`src/rtl/variable_pkg.sv`:
```
// Shared geometry constants, FSM state type and fixed-point helpers for the particle path.
package variable_pkg;

    localparam int PARTICLE_WIDTH  = 8;
    localparam int PARTICLE_HEIGHT = 8;
    localparam int GROUND_Y        = 600;
    localparam int SCREEN_W        = 800;
    localparam int TARGET_W        = 32;
    localparam int TARGET_H        = 32;

    typedef enum logic [1:0] {
        StIdle,
        StArmed,
        StFly,
        StHit
    } particle_state_e;

    // Saturate a 15-bit signed sum into the 14-bit signed position range.
    function automatic logic signed [13:0] sat14(input logic signed [14:0] v);
        if (v > 15'sd8191) begin
            return {1'b0, {13{1'b1}}};
        end else if (v < -15'sd8192) begin
            return {1'b1, 13'd0};
        end
        return v[13:0];
    endfunction

    // Clamp a signed position onto the 12-bit unsigned pixel range.
    function automatic logic [11:0] clamp12(input logic signed [13:0] v);
        if (v < 14'sd0) begin
            return 12'd0;
        end else if (v > 14'sd4095) begin
            return 12'hfff;
        end
        return v[11:0];
    endfunction

endpackage

```
`src/rtl/frame_tick_gen.sv`:
```
// Turns the vblnk rising edge into a registered one-cycle frame tick.
module frame_tick_gen (
    input  logic clk60MHz,
    input  logic rst_n,
    input  logic vblnk,
    output logic frame_tick
);

    logic r_vblnk;
    logic r_tick;

    // Delay vblnk by one cycle and register the 0-to-1 transition.
    always_ff @(posedge clk60MHz or negedge rst_n) begin
        if (!rst_n) begin
            r_vblnk <= 1'b0;
            r_tick  <= 1'b0;
        end else begin
            r_vblnk <= vblnk;
            r_tick  <= vblnk & ~r_vblnk;
        end
    end

    assign frame_tick = r_tick;

endmodule

```
`src/rtl/particle_ctl.sv`:
```
// Thrown-particle controller: ballistic update per frame, target collision and ground/edge miss.
module particle_ctl
    import variable_pkg::*;
#(
    parameter int GRAVITY         = 1,
    parameter int HIT_HOLD_FRAMES = 8
) (
    input  logic        clk60MHz,
    input  logic        rst_n,
    input  logic        vblnk,
    input  logic        launch_valid,
    output logic        launch_ready,
    input  logic [11:0] launch_x,
    input  logic [11:0] launch_y,
    input  logic [7:0]  launch_vx,
    input  logic [7:0]  launch_vy,
    input  logic [11:0] target_x,
    input  logic [11:0] target_y,
    output logic [11:0] xpos_particle,
    output logic [11:0] ypos_particle,
    output logic        particle_active,
    output logic        hit,
    output logic        miss
);

    localparam int HOLD_W = $clog2(HIT_HOLD_FRAMES + 1);
    localparam logic [HOLD_W-1:0] HOLD_LAST = HOLD_W'(HIT_HOLD_FRAMES - 1);

    localparam logic signed [15:0] PW = 16'(PARTICLE_WIDTH);
    localparam logic signed [15:0] PH = 16'(PARTICLE_HEIGHT);
    localparam logic signed [15:0] TW = 16'(TARGET_W);
    localparam logic signed [15:0] TH = 16'(TARGET_H);
    localparam logic signed [15:0] GY = 16'(GROUND_Y);
    localparam logic signed [15:0] SW = 16'(SCREEN_W);

    particle_state_e r_state, w_state_d;

    // Positions are kept unclamped so a particle above the screen top keeps its true arc.
    logic signed [13:0] r_x, r_y, w_x_d, w_y_d;
    logic signed [7:0]  r_vx, r_vy, w_vx_d, w_vy_d;
    logic [HOLD_W-1:0]  r_hold, w_hold_d;
    logic               r_hit, r_miss, w_hit_d, w_miss_d;

    logic               w_tick;
    logic signed [13:0] w_nx, w_ny;
    logic signed [8:0]  w_vy_sum;
    logic signed [7:0]  w_vy_n;
    logic signed [15:0] w_nx16, w_ny16, w_tx16, w_ty16;
    logic               w_collide, w_out;

    frame_tick_gen u_frame_tick_gen (
        .clk60MHz  (clk60MHz),
        .rst_n     (rst_n),
        .vblnk     (vblnk),
        .frame_tick(w_tick)
    );

    // Candidate next position and velocity for the upcoming FLY tick.
    always_comb begin
        w_nx     = sat14({r_x[13], r_x} + {{7{r_vx[7]}}, r_vx});
        w_ny     = sat14({r_y[13], r_y} + {{7{r_vy[7]}}, r_vy});
        w_vy_sum = {r_vy[7], r_vy} + 9'(GRAVITY);
        if (w_vy_sum > 9'sd127) begin
            w_vy_n = 8'sd127;
        end else if (w_vy_sum < -9'sd128) begin
            w_vy_n = 8'h80;
        end else begin
            w_vy_n = w_vy_sum[7:0];
        end
    end

    // Box overlap and out-of-field tests at the new position.
    always_comb begin
        w_nx16    = {{2{w_nx[13]}}, w_nx};
        w_ny16    = {{2{w_ny[13]}}, w_ny};
        w_tx16    = {4'b0000, target_x};
        w_ty16    = {4'b0000, target_y};
        w_collide = (w_nx16 < w_tx16 + TW) && (w_tx16 < w_nx16 + PW) &&
                    (w_ny16 < w_ty16 + TH) && (w_ty16 < w_ny16 + PH);
        w_out     = (w_ny16 >= GY) || (w_nx16 < 16'sd0) || (w_nx16 >= SW);
    end

    // Next-state and datapath decisions; registers hold by default.
    always_comb begin
        w_state_d = r_state;
        w_x_d     = r_x;
        w_y_d     = r_y;
        w_vx_d    = r_vx;
        w_vy_d    = r_vy;
        w_hold_d  = r_hold;
        w_hit_d   = 1'b0;
        w_miss_d  = 1'b0;
        unique case (r_state)
            StIdle: begin
                if (launch_valid) begin
                    w_state_d = StArmed;
                    w_x_d     = {2'b00, launch_x};
                    w_y_d     = {2'b00, launch_y};
                    w_vx_d    = launch_vx;
                    w_vy_d    = launch_vy;
                end
            end
            StArmed: begin
                if (w_tick) begin
                    w_state_d = StFly;
                end
            end
            StFly: begin
                if (w_tick) begin
                    w_x_d  = w_nx;
                    w_y_d  = w_ny;
                    w_vy_d = w_vy_n;
                    // Collision outranks a miss landing on the same frame.
                    if (w_collide) begin
                        w_hit_d   = 1'b1;
                        w_hold_d  = '0;
                        w_state_d = StHit;
                    end else if (w_out) begin
                        w_miss_d  = 1'b1;
                        w_state_d = StIdle;
                    end
                end
            end
            StHit: begin
                if (w_tick) begin
                    if (r_hold == HOLD_LAST) begin
                        w_hold_d  = '0;
                        w_state_d = StIdle;
                    end else begin
                        w_hold_d = r_hold + 1'b1;
                    end
                end
            end
            default: w_state_d = StIdle;
        endcase
    end

    // State, datapath and outcome pulse registers.
    always_ff @(posedge clk60MHz or negedge rst_n) begin
        if (!rst_n) begin
            r_state <= StIdle;
            r_x     <= '0;
            r_y     <= '0;
            r_vx    <= '0;
            r_vy    <= '0;
            r_hold  <= '0;
            r_hit   <= 1'b0;
            r_miss  <= 1'b0;
        end else begin
            r_state <= w_state_d;
            r_x     <= w_x_d;
            r_y     <= w_y_d;
            r_vx    <= w_vx_d;
            r_vy    <= w_vy_d;
            r_hold  <= w_hold_d;
            r_hit   <= w_hit_d;
            r_miss  <= w_miss_d;
        end
    end

    assign launch_ready    = (r_state == StIdle);
    assign particle_active = (r_state != StIdle);
    assign xpos_particle   = clamp12(r_x);
    assign ypos_particle   = clamp12(r_y);
    assign hit             = r_hit;
    assign miss            = r_miss;

endmodule

```
`config.mk`:
```
export PLATFORM = sky130hd
export DESIGN_NAME = particle_ctl
export DESIGN_NICKNAME = d
export VERILOG_FILES = /design/src/rtl/variable_pkg.sv /design/src/rtl/frame_tick_gen.sv /design/src/rtl/particle_ctl.sv
export SDC_FILE = /design/constraint.sdc
export NUM_CORES = 1
export LEC_CHECK = 0
export ABC_AREA = 0
export BUFFER_PORTS_ARGS = -buffer_cell sky130_fd_sc_hd__buf_2
export CORE_MARGIN = 3
export CORE_UTILIZATION = 54
export CTS_BUF_LIST = sky130_fd_sc_hd__clkbuf_16
export DETAILED_ROUTE_END_ITERATION = 10
export HOLD_SLACK_MARGIN = 0.03
export PLACE_DENSITY = 0.86
export SKIP_LAST_GASP = 1
export SYNTH_ARGS = -nofsm -noshare
export SYNTH_HDL_FRONTEND = slang
export SYNTH_HIERARCHICAL = 1
export SYNTH_SLANG_ARGS = --single-unit
```
`constraint.sdc`:
```
create_clock -name clk60MHz -period 5.4 [get_ports clk60MHz]
set_input_delay 0.54 -clock clk60MHz [delete_from_list [all_inputs] [get_ports clk60MHz]]
set_output_delay 0.54 -clock clk60MHz [all_outputs]
set_load 0.05 [all_outputs]
```
---- Word-level counts from Yosys, hierarchy flattened ----
Cells that the tools add are included.
operators by class
  $add $sub $neg .......................... 8
  order comparisons ....................... 17
  equality and inequality tests ........... 11
  mux-type cells .......................... 51
  bitwise gates (word level) .............. 2
  reductions and logical operators ........ 13
operators by type and width
  kind                                                   count
  2-to-1 mux 14 bit                                      10
  2-to-1 mux 12 bit                                      6
  case mux 14 bit (2 select lines)                       2
  < comparator 14 x 1 -> 1 bit, second input constant    3
  2-to-1 mux 8 bit                                       4
  adder 14 x 5 -> 15 bit, second input constant          2
  adder 14 x 8 -> 15 bit                                 2
  > comparator 15 x 14 -> 1 bit, second input constant   2
  < comparator 13 x 15 -> 1 bit                          2
  < comparator 15 x 14 -> 1 bit, second input constant   2
  >= comparator 14 x 11 -> 1 bit, second input constant  2
  > comparator 14 x 13 -> 1 bit, second input constant   2
  < comparator 14 bit                                    2
  adder 12 x 6 -> 13 bit, second input constant          2
  2-to-1 mux 4 bit                                       4
  case mux 8 bit (2 select lines)                        1
  2-to-1 mux 1 bit                                       15
  2-to-1 mux 2 bit                                       7
  adder 8 x 2 -> 9 bit, second input constant            1
  > comparator 9 x 8 -> 1 bit, second input constant     1
  < comparator 9 x 8 -> 1 bit, second input constant     1
  case mux 2 bit (4 select lines)                        1
  case mux 4 bit (2 select lines)                        1
  != test 2 x 1 -> 1 bit, second input constant          3
  16 further kinds                                       24
word-level totals
  register bits after elaboration ......... 54
  input bits .............................. 68
  output and inout port bits .............. 28
  logic and storage cells ................. 112

---- Logic depth before layout (Yosys ltp) ----
  depth after elaboration ................. 13
  gate-level depth with buffers ........... 27
  depth with buffers taken out ............ 25

---- Cells and area by module ----
The synthesis kept the hierarchy.
by module, submodules not included
  module          instances  cells each  area each (µm²)  sequential area each (µm²)
  particle_ctl    1          863         6,449.9          1,301.2
  frame_tick_gen  1          3           63.8             50.0

---- Least setup slack after synthesis ----
No wires, ideal clock.
  path type ............................... register to register
  start point ............................. register r_x[0]
  end point ............................... register r_hold[3]
  library setup time ...................... 0.126 ns
  data arrival time ....................... 5.103 ns
  required time ........................... 5.274 ns
  path slack .............................. 0.170 ns
  cell stages (with the launch flop) ...... 25
  buffers on the path ..................... 2
  clock period less this slack ............ 5.230 ns
  path through ............................ dfrtp_1 ha_1 inv_1 fa_1 nand2b_1 a211oi_1 o21a_1 o21ai_0 a31o_2 clkbuf_1 o21ai_0 a21boi_0 ha_1 clkbuf_1 mux2_2 a221o_1 ha_1 nor2b_1 o21ai_0 nand2b_1 a21oi_1 o21ai_0 o31ai_4 nand3_2 a311o_1
on the way
  longest elaborated chain between the ends .. 12
  elaborated cells between the ends (all ways) .. 15
  classes of those cells .................. 2 x add/sub; 4 x order compare; 1 x eq/ne; 4 x mux; 4 x reduce/logical
RTL lines
  item                                    RTL line             source
  start: declaration                      particle_ctl.sv:39   logic signed [13:0] r_x, r_y, w_x_d, w_y_d;
  start signal: assignment                particle_ctl.sv:151  r_x <= w_x_d;
  adder 14 x 8 -> 15 bit *                particle_ctl.sv:60   w_nx = sat14({r_x[13], r_x} + {{7{r_vx[7]}}, r_vx});
  < comparator 15 x 14 -> 1 bit           variable_pkg.sv:22   end else if (v < -15'sd8192) begin
  2-to-1 mux 1 bit                        variable_pkg.sv:22
  2-to-1 mux 1 bit                        variable_pkg.sv:20   if (v > 15'sd8191) begin
  2-to-1 mux 14 bit *                     variable_pkg.sv:25   return v[13:0];
  adder 14 x 5 -> 15 bit                  particle_ctl.sv:78   w_collide = (w_nx16 < w_tx16 + TW) && (w_tx16 < w_nx16 + PW) &&
  < comparator 13 x 15 -> 1 bit           particle_ctl.sv:78
  logical AND 1 bit * (2 in a row)        particle_ctl.sv:78
  logical AND 1 bit *                     particle_ctl.sv:79   (w_ny16 < w_ty16 + TH) && (w_ty16 < w_ny16 + PH);
  != test 2 bit (no source line) *        n/a
  AND reduction 4 bit (no source line) *  n/a
  end signal: assignment                  particle_ctl.sv:155  r_hold <= w_hold_d;
  end: declaration                        particle_ctl.sv:41   logic [HOLD_W-1:0] r_hold, w_hold_d;
Every way passes the cells marked *; elsewhere a longest branch is shown, timed or not.
A chain may end at the register's enable or synchronous reset.

---- Final worst setup path ----
  start point ............................. register r_vy[7]
  end point ............................... register r_hold[3]
on the way
  longest elaborated chain between the ends .. 10
  elaborated cells between the ends (all ways) .. 14
  classes of those cells .................. 2 x add/sub; 4 x order compare; 1 x eq/ne; 4 x mux; 3 x reduce/logical
RTL lines
  item                                                                RTL line                                source
  start: declaration                                                  particle_ctl.sv:40                      logic signed [7:0] r_vx, r_vy, w_vx_d, w_vy_d;
  start signal: assignment                                            particle_ctl.sv:154                     r_vy <= w_vy_d;
  adder 14 x 8 -> 15 bit *                                            particle_ctl.sv:61                      w_ny = sat14({r_y[13], r_y} + {{7{r_vy[7]}}, r_vy});
  < comparator 15 x 14 -> 1 bit                                       variable_pkg.sv:22
  2-to-1 mux 1 bit                                                    variable_pkg.sv:22
  2-to-1 mux 1 bit                                                    variable_pkg.sv:20
  2-to-1 mux 14 bit *                                                 variable_pkg.sv:25
  adder 14 x 5 -> 15 bit or < comparator 14 bit (tied branches)       particle_ctl.sv:79
  < comparator 13 x 15 -> 1 bit or logical AND 1 bit (tied branches)  particle_ctl.sv:79, particle_ctl.sv:78
  logical AND 1 bit *                                                 particle_ctl.sv:79
  != test 2 bit (no source line) *                                    n/a
  AND reduction 4 bit (no source line) *                              n/a
Marks and branches as above.

==> results.toml <==
[clock_network]
clkTransAtPathRegs_ns = 0.08
htree_num_levels = 2
postCtsSetupBuffers = 0
cts_tree = "built"
numCtsBuffers = 5
cts.path.max_buffers = 2
cts_sinks = 54
cts_hold_buf = 0
ctsRootBufferMaster = "clkbuf_16"
clock_latency_ns = 0.30

[timing]
fin_crit_ns = 5.02
hold_viol = 0
skew_ns = 0.00944
worst_pin_slew_ns = 0.838
drv_slew = 0
rsz0062_at_grt = "false"
slew_headroom = 0.441
setup-tns-final_ns = 0
setup-violations-final = 0
min_period_over_period = 0.929
clock.fmax_ghz = 0.199

[final_layout]
mostFrequentLayoutCells = "nor2_1, nand2_1, buf_2, ha_1, a21oi_1"
drive_gt1_frac = 0.176
layout.cells.non_filler = 1102
nets = 1109
syn_to_final_growth_pct = 13.5
layout_commonest_cell = "nor2_1"
diodes = 0

[yosys]
ys_warn_count = 6
ys_seq_elements = 54
synth_edf_count = 0
syn-cell-area_sq_mm = 0.00651
synth_flop_cell = "dfrtp_1"
syn_nets = 1017
async_flop_share = 1.00
seq_area_frac_synth = 0.207
syn_area_per_cell_sq_um = 7.52
ys_types = 73
syn_inst = 866

[grt]
grt_use_total = 0.277
grt_pass1_vias = 6192
overflow = 0
antenna_found_initial = 0
grt_pass1_wl_microns = 30100
grt_max_degree = 55

[critical_path]
path_delay_family = "compound AO/OA/AOI/OAI gates"
path_common_cell = "a21oi_1"
crit_chain = "ha_1 > and3_1 > a221o_1 > a211o_1 > a211oi_1 > a31oi_2 > a21oi_1 > inv_1 > ha_2 > a21boi_0 > or2_2 > ha_1 > a21o_1 > a21o_1 > a21oi_1 > nand2_1 > a21oi_1 > a41oi_1 > o31ai_2 > nand3_2 > a311o_1"
slowest_delay_ns = 0.50
required_ns = 5.59
critPathArrivalTime_ns = 5.21
crit_fanout = 11
start_kind = "register"
crit_buf_inv = 1
crit_path_end_kind = "register"
worstSetupPathType = "reg -> reg"
slowest_stage = "dfrtp_2"

[detailed_routing]
vias = 6673
drtIter0Drc = 678
final_antenna_net_count = 0
drc = 0
wirelength_microns = 18400
drt-pass1-iter-count = 5
wl_per_cell_microns = 16.7
vias_per_cell = 6.06

[placed_design]
dp.cells = 1094
port_buffers = 95
globalplace.congestion = 0.959
hpwl_microns = 14700

[hold_path]
hold_path_class = "in -> async"

[run]
drv_cap = 0

[run_status]
run_status = "complete, no violations"

[die]
boundaryPins = 96
die_h_microns = 116
die_x_microns = 116
coreArea_sq_mm = 0.0116
placementRows = 39
die_area_sq_mm = 0.0134
start_util = 0.561
routing by layer:
| metal | GRT usage | part of all wire | up-vias |
|---|---|---|---|
| met5 | 0 | 0 | - |
| met4 | 0.0758 | 0.018 | 0 |
| met3 | 0.0465 | 0.082 | 26 |
| met2 | 0.424 | 0.44 | 260 |
| met1 | 0.405 | 0.46 | 3093 |
| li1 | - | - | 3294 |
Yosys cell counts, drive strengths merged (20+ instances only):
library cell | number | area share
a21o | 20 | 0.023
a21oi | 73 | 0.056
a31oi | 24 | 0.024
clkbuf | 23 | 0.013
dfrtp | 54 | 0.21
ha | 81 | 0.16
inv | 41 | 0.024
nand2 | 112 | 0.065
nand3 | 27 | 0.023
nor2 | 120 | 0.070
o21ai | 54 | 0.041
xnor2 | 29 | 0.039
through the flow:
step	area [sq um]	hold slack, ns	utilization	setup slack, ns
after detailed placement	7210	0.438	0.621	0.172
after floorplan	6510	0.244	-	0.170
after CTS	7360	0.372	0.634	0.155
final	7390	0.360	0.637	0.382
after global placement	7210	0.444	0.621	0.364
after global routing	7390	0.360	0.637	0.0121
kinds of logic after synthesis:
| kind of cell | synth area share |
|---|---|
| xor gates and xnor gates | 0.0565 |
| buffers and inverters | 0.0428 |
| and+or+nand+nor | 0.243 |
| DFF | 0.207 |
| adders and majority gates | 0.177 |
| muxes | 0.0275 |
| AOI/OAI and AO/OA | 0.246 |
registers in the layout, summed over array words and instances (netlist names):
| name | flops |
|---|---|
| r_vx | 8 |
| miss | 1 |
| r_state | 2 |
| u_frame_tick_gen/frame_tick | 1 |
| r_y | 14 |
| r_hold | 4 |
| u_frame_tick_gen/r_vblnk | 1 |
| hit | 1 |
| r_vy | 8 |
| r_x | 14 |
cell type report:
cell class / instances / area, sq um
Clock buffer: 5 / 125
Timing Repair Buffer: 117 / 641
Multi-Input combinational cell: 739 / 4910
Inverter: 41 / 154
Fill cell: 1035 / 4220
Tap cell: 143 / 179
Clock inverter: 3 / 28.8
Sequential cell: 54 / 1350
final timing paths:
kind | start | to | slack [ns] | cells past startpoint
worst max-delay path | r_vy[7] | r_hold[3] | 0.38 | 21
worst min-delay path | rst_n | r_y[7] | 0.36 | 2
worst max register to register | r_vy[7] | r_hold[3] | 0.38 | 21
worst min register to register | u_frame_tick_gen/r_vblnk | u_frame_tick_gen/frame_tick | 0.45 | 1
max in group asynchronous | rst_n | r_vy[7] | 4.55 | 2
min in group clk60MHz | vblnk | u_frame_tick_gen/r_vblnk | 0.37 | 1
repair_timing:
action                                  4_1_cts  5_1_grt
gates resized for setup                       0       11
endpoints found under the setup margin        0        8
hold endpoints to repair                      0        0
Power is not shown: default switching activity piles up to over one toggle a cycle in this logic, so the estimate is an artifact.
